$ cat src/rtl/hdmi_video_timing.sv
// hdmi_video_timing -- raster timing generator for the HDMI output path.
// Runs on the 74.25 MHz pixel clock and is gated by the PLL lock. Produces
// hsync, vsync, data-enable, pixel coordinates and a frame-start pulse,
// all from one output register stage so every output describes the same
// raster position on the same clock.
// Optional feature: define HDMI_TEST_PATTERN_EN to drive 8 vertical colour
// bars on rgb; without it rgb is a constant zero and no pattern logic exists.
`timescale 1ns/1ps

module hdmi_video_timing #(
    parameter int unsigned H_ACTIVE = 1280,
    parameter int unsigned H_FP     = 110,
    parameter int unsigned H_SYNC   = 40,
    parameter int unsigned H_BP     = 220,
    parameter int unsigned V_ACTIVE = 720,
    parameter int unsigned V_FP     = 5,
    parameter int unsigned V_SYNC   = 5,
    parameter int unsigned V_BP     = 20,
    parameter bit          SYNC_POL = 1'b1
) (
    input  logic        clk,
    input  logic        resetn,
    input  logic        pll_lock,
    output logic        hsync,
    output logic        vsync,
    output logic        de,
    output logic [11:0] x,
    output logic [11:0] y,
    output logic        sof,
    output logic [23:0] rgb
);

    localparam int unsigned H_TOTAL = H_ACTIVE + H_FP + H_SYNC + H_BP;
    localparam int unsigned V_TOTAL = V_ACTIVE + V_FP + V_SYNC + V_BP;

    // Raster counters are 12 bits wide; a larger raster cannot be represented.
    if (H_TOTAL > 4095 || V_TOTAL > 4095) begin : g_bad_params
        $error("hdmi_video_timing: raster totals exceed the 12-bit counter range");
    end

    // Region boundaries pre-cast to counter width so every compare is 12-bit.
    localparam logic [11:0] H_LAST = 12'(H_TOTAL - 1);
    localparam logic [11:0] V_LAST = 12'(V_TOTAL - 1);
    localparam logic [11:0] H_ACT  = 12'(H_ACTIVE);
    localparam logic [11:0] V_ACT  = 12'(V_ACTIVE);
    localparam logic [11:0] HS_BEG = 12'(H_ACTIVE + H_FP);
    localparam logic [11:0] HS_END = 12'(H_ACTIVE + H_FP + H_SYNC);
    localparam logic [11:0] VS_BEG = 12'(V_ACTIVE + V_FP);
    localparam logic [11:0] VS_END = 12'(V_ACTIVE + V_FP + V_SYNC);

    typedef enum logic {
        IDLE = 1'b0,
        RUN  = 1'b1
    } state_t;

    logic        lock_meta;
    logic        lock_s;
    state_t      state;
    logic [11:0] h_cnt;
    logic [11:0] v_cnt;

    logic        de_next;
    logic        hs_next;
    logic        vs_next;
    logic        sof_next;

    // Two-flop synchronizer bringing the asynchronous PLL lock into clk.
    // NOTE: non-blocking assignments make both flops sample their old values
    // on the same edge; blocking here would collapse the chain to one flop.
    always_ff @(posedge clk or negedge resetn) begin
        if (!resetn) begin
            lock_meta <= 1'b0;
            lock_s    <= 1'b0;
        end else begin
            lock_meta <= pll_lock;
            lock_s    <= lock_meta;
        end
    end

    // Run/idle control and raster counters; losing lock abandons the frame.
    always_ff @(posedge clk or negedge resetn) begin
        if (!resetn) begin
            state <= IDLE;
            h_cnt <= '0;
            v_cnt <= '0;
        end else begin
            case (state)
                IDLE: begin
                    h_cnt <= '0;
                    v_cnt <= '0;
                    if (lock_s) state <= RUN;
                end
                RUN: begin
                    if (!lock_s) begin
                        state <= IDLE;
                        h_cnt <= '0;
                        v_cnt <= '0;
                    end else if (h_cnt == H_LAST) begin
                        h_cnt <= '0;
                        v_cnt <= (v_cnt == V_LAST) ? 12'd0 : v_cnt + 12'd1;
                    end else begin
                        h_cnt <= h_cnt + 12'd1;
                    end
                end
                default: begin
                    state <= IDLE;
                    h_cnt <= '0;
                    v_cnt <= '0;
                end
            endcase
        end
    end

    // Region decode of the current counter position.
    // NOTE: every combinational output is given a value on every path, so no
    // latch is inferred.
    always_comb begin
        de_next  = (h_cnt < H_ACT) && (v_cnt < V_ACT);
        hs_next  = (h_cnt >= HS_BEG) && (h_cnt < HS_END);
        vs_next  = (v_cnt >= VS_BEG) && (v_cnt < VS_END);
        sof_next = (h_cnt == 12'd0) && (v_cnt == 12'd0);
    end

    // Output register: decoded raster while running, reset values otherwise.
    // NOTE: only control and output flops carry a reset; there is no storage
    // array here that would need clearing.
    always_ff @(posedge clk or negedge resetn) begin
        if (!resetn) begin
            hsync <= ~SYNC_POL;
            vsync <= ~SYNC_POL;
            de    <= 1'b0;
            x     <= '0;
            y     <= '0;
            sof   <= 1'b0;
        end else if (state == RUN) begin
            hsync <= hs_next ? SYNC_POL : ~SYNC_POL;
            vsync <= vs_next ? SYNC_POL : ~SYNC_POL;
            de    <= de_next;
            x     <= de_next ? h_cnt : 12'd0;
            y     <= de_next ? v_cnt : 12'd0;
            sof   <= sof_next;
        end else begin
            hsync <= ~SYNC_POL;
            vsync <= ~SYNC_POL;
            de    <= 1'b0;
            x     <= '0;
            y     <= '0;
            sof   <= 1'b0;
        end
    end

`ifdef HDMI_TEST_PATTERN_EN
    // Bars are an eighth of the active width each (160 px at 1280). The index
    // comes from threshold compares, since a bit slice of x would give
    // power-of-two bar widths instead.
    localparam int unsigned BAR_W = H_ACTIVE / 8;

    logic [2:0]  bar_idx;
    logic [23:0] bar_rgb;

    // Bar index and colour lookup for the current column.
    always_comb begin
        bar_idx = 3'd0;
        for (int i = 1; i < 8; i++) begin
            if (h_cnt >= 12'(i * BAR_W)) bar_idx = 3'(i);
        end
        case (bar_idx)
            3'd0:    bar_rgb = 24'hFFFFFF;
            3'd1:    bar_rgb = 24'hFFFF00;
            3'd2:    bar_rgb = 24'h00FFFF;
            3'd3:    bar_rgb = 24'h00FF00;
            3'd4:    bar_rgb = 24'hFF00FF;
            3'd5:    bar_rgb = 24'hFF0000;
            3'd6:    bar_rgb = 24'h0000FF;
            default: bar_rgb = 24'h000000;
        endcase
    end

    // Pattern pixel registered alongside de; black outside active video.
    always_ff @(posedge clk or negedge resetn) begin
        if (!resetn) begin
            rgb <= '0;
        end else if ((state == RUN) && de_next) begin
            rgb <= bar_rgb;
        end else begin
            rgb <= '0;
        end
    end
`else
    assign rgb = 24'h0;
`endif

endmodule

$ cat config.mk
export PLATFORM = sky130hd
export DESIGN_NAME = hdmi_video_timing
export DESIGN_NICKNAME = d
export VERILOG_FILES = /design/src/rtl/hdmi_video_timing.sv
export SDC_FILE = /design/constraint.sdc
export NUM_CORES = 1
export LEC_CHECK = 0
export CORE_ASPECT_RATIO = 1.2
export CORE_MARGIN = 4
export CORE_UTILIZATION = 35
export DETAILED_ROUTE_END_ITERATION = 8
export SYNTH_ARGS = -nofsm -noshare
export SYNTH_HDL_FRONTEND = slang
export SYNTH_SLANG_ARGS = --single-unit
$ cat constraint.sdc
create_clock -name clk -period 2.1 [get_ports clk]
set_input_delay 0.42 -clock clk [delete_from_list [all_inputs] [get_ports clk]]
set_output_delay 0.42 -clock clk [all_outputs]
set_load 0.01 [all_outputs]
==> results of run 1 <==
-- report_power, final --
group          switching [mW]  leakage [nW]  internal [mW]  total [mW]
combinational          0.0656         0.573         0.0260      0.0916
clock                   0.365        0.0485          0.240       0.605
sequential            0.00793         0.748           1.07        1.08
-- cell families after synthesis --
group,after synthesis
AND/OR/NAND/NOR,101
adder cells (fa/ha/maj),7
XOR/XNOR,10
buffers and inverters,44
flip-flops,55
AO/OA/AOI/OAI,30
other,1
-- worst max-delay path, cell delays in order (launching register included) --
cell     delay [ns]
dfrtp_2        0.47
inv_1          0.11
ha_1           0.15
and4b_4        0.29
nand4_2        0.24
or4_1          0.45
a21oi_1        0.16
-- per-stage QoR --
step | total power, mW | utilization | cell area [um2]
2_1_floorplan | 1.17 | - | 2770
3_3_place_gp | 1.19 | 0.415 | 3060
3_5_place_dp | 1.19 | 0.415 | 3060
4_1_cts | 1.80 | 0.428 | 3150
5_1_grt | 1.85 | 0.428 | 3150
6_report | 1.77 | 0.428 | 3150
-- layer usage --
metal,GRT usage,wire (um),vias up
met5,0,0,-
met4,0.0406,74,0
met3,0.0222,346,4
met2,0.202,2580,75
met1,0.160,2300,907
li1,-,-,883
-- layout make-up --
type	count	area (um2)	share of cell area
clock inverters	3	22.5	0.00715
inverters	9	33.8	0.0107
flip-flops and latches	55	1380	0.438
clock buffers	5	68.8	0.0219
well taps	90	113	0.0358
repair buffers	45	420	0.134
multi-input cells	175	1110	0.353
-- path summary, 6_finish.rpt --
path / startpoint / to / slack (ns) / cells after the start
worst min-delay path: resetn / x[8]$_DFF_PN0_ / 0.04 / 1
worst min register to register: lock_meta$_DFF_PN0_ / lock_s$_DFF_PN0_ / 0.36 / 0
worst max-delay path: h_cnt[1]$_DFF_PN0_ / v_cnt[10]$_DFFE_PN0P_ / 0.15 / 6
worst max register to register: h_cnt[1]$_DFF_PN0_ / v_cnt[10]$_DFFE_PN0P_ / 0.15 / 6
max in group asynchronous: resetn / y[3]$_DFF_PN0_ / 1.51 / 2
min in group clk: lock_meta$_DFF_PN0_ / lock_s$_DFF_PN0_ / 0.36 / 0
-- state kept, by name (all words and copies together), names as in the netlist --
signal,count
h_cnt,12
v_cnt,12
x,12
y,12
de,1
hsync,1
lock_meta,1
lock_s,1
sof,1
state,1
vsync,1
-- layout by cell type (no fill, tap or decap), types with 5 or more instances in the layout --
| cell | instances |
|---|---|
| nand3_1 | 8 |
| and2_1 | 23 |
| clkdlybuf4s50_1 | 29 |
| conb_1 | 27 |
| nor2_1 | 16 |
| inv_1 | 9 |
| or3_1 | 7 |
| ha_1 | 7 |
| dfrtp_1 | 54 |
| nand2_1 | 10 |
| buf_4 | 14 |
| a21oi_1 | 13 |
| clkbuf_8 | 5 |
| xnor2_1 | 5 |
| xor2_1 | 5 |
| o21ai_0 | 6 |
==> flow_summary_export.csv, run 1 <==
group,metric,value,unit
outcome,status,"finished clean",
die,chipWidth,87.7,um
setup_path,critPathCaptureType,"flip-flop",
sta,fmax,514,MHz
die,io_pins,55,
yosys,synthAdderAreaFrac,0.0328,
yosys,synth-compound-area-share,0.0736,
sta,finalClockSkew,0.00765,ns
yosys,synth-edff-count,0,
yosys,synthFlopType,"dfrtp_1",
clock_network,cts_root_buf,"clkbuf_8",
sta,fin_crit,1.95,ns
sta,hold_ws,0.0399,ns
layout,syn_to_final_growth,17.9,%
sta,finalMaxSlewViolations,0,
yosys,synth-seq-area-share,0.515,
clock_network,cts.sinks,55,
global_route,grt_usage,0.123,
yosys,yosysWarnings,0,
die,die_area,0.00910,mm2
clock_network,post-cts-setup-buffers,0,
yosys,ys_async_sr_fraction,1.00,
layout,fill_cells,723,
clock_network,cts.clk_slew.worst_paths,0.11,ns
layout,nets,301,
setup_path,crit_required,2.34,ns
sta,worstMarginPinSlew,0.865,ns
sta,hold_violations,0,
global_route,grt_pass1_vias,1845,
yosys,synth_common_cells,"dfrtp_1 (55), buf_4 (26), and2_1 (23), nor2_1 (16), a21oi_1 (13)",
yosys,syn_avg_cell_area,10.8,um2
sta,rsz0062_at_grt,"true",
placed_design,io_buffers,30,
yosys,yosysTopAreaCell,"dfrtp_1",
die,core,0.00736,mm2
route,vias_per_cell,4.89,
clock_network,ctsResizeCount,0,
run,maxCapViolCount,0,
yosys,syn_inst,248,
yosys,netlist.area_leader.share,0.515,
layout,drive_gt1_frac,0.113,
clock_network,clk_path_buf_depth,2,
route,detail-route-antenna-nets,0,
sta,final.setup.worst_slack,0.154,ns
sta,finalSetupViolCount,0,
yosys,synthSimpleGateAreaFrac,0.239,
clock_network,cts_tree,"done",
clock_network,clock_latency,0.32,ns
sta,post-route-period-util,0.927,
yosys,synth_top_family_by_area,"simple AND/OR/NAND/NOR gates",
yosys,synth_area,0.00267,mm2
setup_path,startpoint_type,"flip-flop",
pwr,power.density,564,mW/mm2
route,drt_iter0_drc,113,
min_path,hp-class,"in2async",
placed_design,dp_slack,0.127,ns
yosys,post_synth_main_area_contributors,"dfrtp_1 (52%), buf_4 (7.3%), and2_1 (5.4%)",
placed_design,gp_congestion,0.812,
die,fp.dieH,104,um
pwr,ir_worst_vdd,0.376,mV
layout,antennaDiodeCount,0,
global_route,grt_pass1_wl,8970,um
clock_network,hold_buffers,0,
route,post-route-drc-count,0,
yosys,synth_xor_area_frac,0.0328,
pwr,leakagePower,1.37,nW
route,drt_wl_total,5300,um
global_route,grt_max_degree,25,
yosys,synth.area.mux_share,0,
yosys,ys_types,43,
clock_network,htreeDepth,2,
route,num_vias,1869,
global_route,grt_antenna_before_repair,0,
sta,slew_headroom,0.423,
route,avgRoutedWirePerCell,13.9,um
placed_design,place_hpwl,3870,um
global_route,grt_overflow_total,0,
setup_path,worstPathArrival,2.18,ns
layout,layout.cells.non_filler,382,
yosys,yosysMostFrequentCell,"dfrtp_1",
die,rows,34,
die,start_util,0.363,
route,drtPass1Iterations,4,
clock_network,cts_buffers,5,
setup_path,crit_path_max_fanout,9,
placed_design,dpl.cell_count,374,
sta,tns,0,ns
yosys,ys_ff_latch,55,
setup_path,crit_type,"reg2reg",
Note: power is estimated with default switching activity, not from simulation.
==> run 2, diff against run 1 <==
PLACE_DENSITY = 0.55   (was unset)
==> run 2 against run 1 <==
Against the previous run:
- core utilization up 0.73 points
- combinational power increased by 5.0%
- register-to-register slack worse by 0.04 ns
- largest cell class unchanged
==> flow_summary_export.csv, run 2 (synthesis results as in run 1) <==
group,metric,value,unit
outcome,status,"finished clean",
layout,fill_cells,711,
sta,worstMarginPinSlew,0.746,ns
sta,finalClockSkew,0.00715,ns
die,chipWidth,87.7,um
sta,hold_violations,0,
global_route,grt_antenna_before_repair,0,
sta,hold_ws,0.0500,ns
layout,final_common_cell,"dfrtp_1",
setup_path,critPathCaptureType,"flip-flop",
layout,nets,303,
placed_design,io_buffers,30,
setup_path,crit_required,2.34,ns
clock_network,cts.clk_slew.worst_paths,0.11,ns
route,drt_wl_total,5700,um
sta,fmax,504,MHz
run,maxCapViolCount,0,
sta,post-route-period-util,0.945,
pwr,ir_worst_vdd,0.303,mV
min_path,hp-class,"in2async",
setup_path,startpoint_type,"flip-flop",
clock_network,clk_path_buf_depth,2,
route,drtPass1Iterations,4,
die,core,0.00736,mm2
route,num_vias,1892,
sta,slew_headroom,0.502,
die,die_area,0.00910,mm2
sta,final.setup.worst_slack,0.116,ns
layout,syn_to_final_growth,19.9,%
clock_network,hold_buffers,0,
route,avgRoutedWirePerCell,14.9,um
clock_network,clock_latency,0.31,ns
sta,finalMaxSlewViolations,0,
die,start_util,0.363,
clock_network,post-cts-setup-buffers,0,
layout,antennaDiodeCount,0,
placed_design,gp_congestion,0.844,
die,rows,34,
setup_path,crit_path_max_fanout,10,
setup_path,worstPathArrival,2.22,ns
global_route,grt_overflow_total,0,
route,drt_iter0_drc,121,
sta,finalSetupViolCount,0,
layout,layout_common_cells,"dfrtp_1 (55), clkdlybuf4s50_1 (29), conb_1 (27)",
placed_design,place_hpwl,4030,um
setup_path,crit_type,"reg2reg",
global_route,grt_pass1_wl,8830,um
clock_network,htreeDepth,2,
global_route,grt_usage,0.122,
layout,utilization,0.435,
placed_design,dp_slack,0.118,ns
route,vias_per_cell,4.93,
global_route,grt_pass1_vias,1735,
pwr,power,1.90,mW
route,detail-route-antenna-nets,0,
clock_network,cts_buffers,5,
clock_network,cts_tree,"done",
die,fp.dieH,104,um
sta,rsz0062_at_grt,"false",
route,post-route-drc-count,0,
sta,tns,0,ns
die,io_pins,55,
global_route,grt_max_degree,23,
sta,fin_crit,1.98,ns
clock_network,cts.sinks,55,
pwr,power.density,593,mW/mm2
clock_network,cts_root_buf,"clkbuf_8",
pwr,leakagePower,1.38,nW
layout,drive_gt1_frac,0.116,
## run 2: timing repair
action | 4_1_cts | 5_1_grt
resized for setup | 0 | 2
setup endpoints to repair | 0 | 22
hold endpoints to repair | 0 | 0
## run 2: worst paths after layout
path	start	endpoint	slack, ns	cells after the start
max	h_cnt[1]$_DFF_PN0_	v_cnt[11]$_DFFE_PN0P_	0.12	6
min	resetn	x[6]$_DFF_PN0_	0.05	1
max reg2reg	h_cnt[1]$_DFF_PN0_	v_cnt[11]$_DFFE_PN0P_	0.12	6
min reg2reg	lock_meta$_DFF_PN0_	lock_s$_DFF_PN0_	0.36	0
max in group asynchronous	resetn	v_cnt[5]$_DFFE_PN0P_	1.43	2
min in group clk	lock_meta$_DFF_PN0_	lock_s$_DFF_PN0_	0.36	0
## run 2: area by class of cell
class	instances	area, um2	area share
flip-flops and latches	55	1380	0.430
multi-input cells	176	1150	0.359
repair buffers	46	415	0.130
well taps	90	113	0.0352
clock buffers	5	68.8	0.0215
clock inverters	3	46.3	0.0145
inverters	9	33.8	0.0106
## run 2: stage by stage
step           instances  cell area, um2
2_1_floorplan        274            2770
3_3_place_gp         375            3050
3_5_place_dp         375            3050
4_1_cts              383            3170
5_1_grt              384            3200
6_report             384            3200
## run 2: worst max-delay path, stage by stage, from the launching register on
cell and delay, ns:
dfrtp_1 0.47, inv_1 0.14, ha_1 0.15, and4b_4 0.30, nand4_4 0.18, or4_1 0.51
a21oi_1 0.15
## run 2: per-layer routing
layer / track usage / part of all wire / vias up
met5: 0 / 0 / -
met4: 0.0526 / 0.021 / 0
met3: 0.0199 / 0.053 / 12
met2: 0.190 / 0.49 / 64
met1: 0.166 / 0.44 / 926
li1: - / - / 890
## run 2: report_power, final
part	switching (mW)	leakage (nW)	internal [mW]
registers	0.00678	0.749	1.07
clock network	0.367	0.0548	0.360
logic	0.0704	0.577	0.0258
total	0.444	1.38	1.46
==> run 3, diff against run 2 <==
GPL_TIMING_DRIVEN = 1   (was unset)
==> results of run 3 <==
Final layout, timing and power as in run 2 (identical DEF).
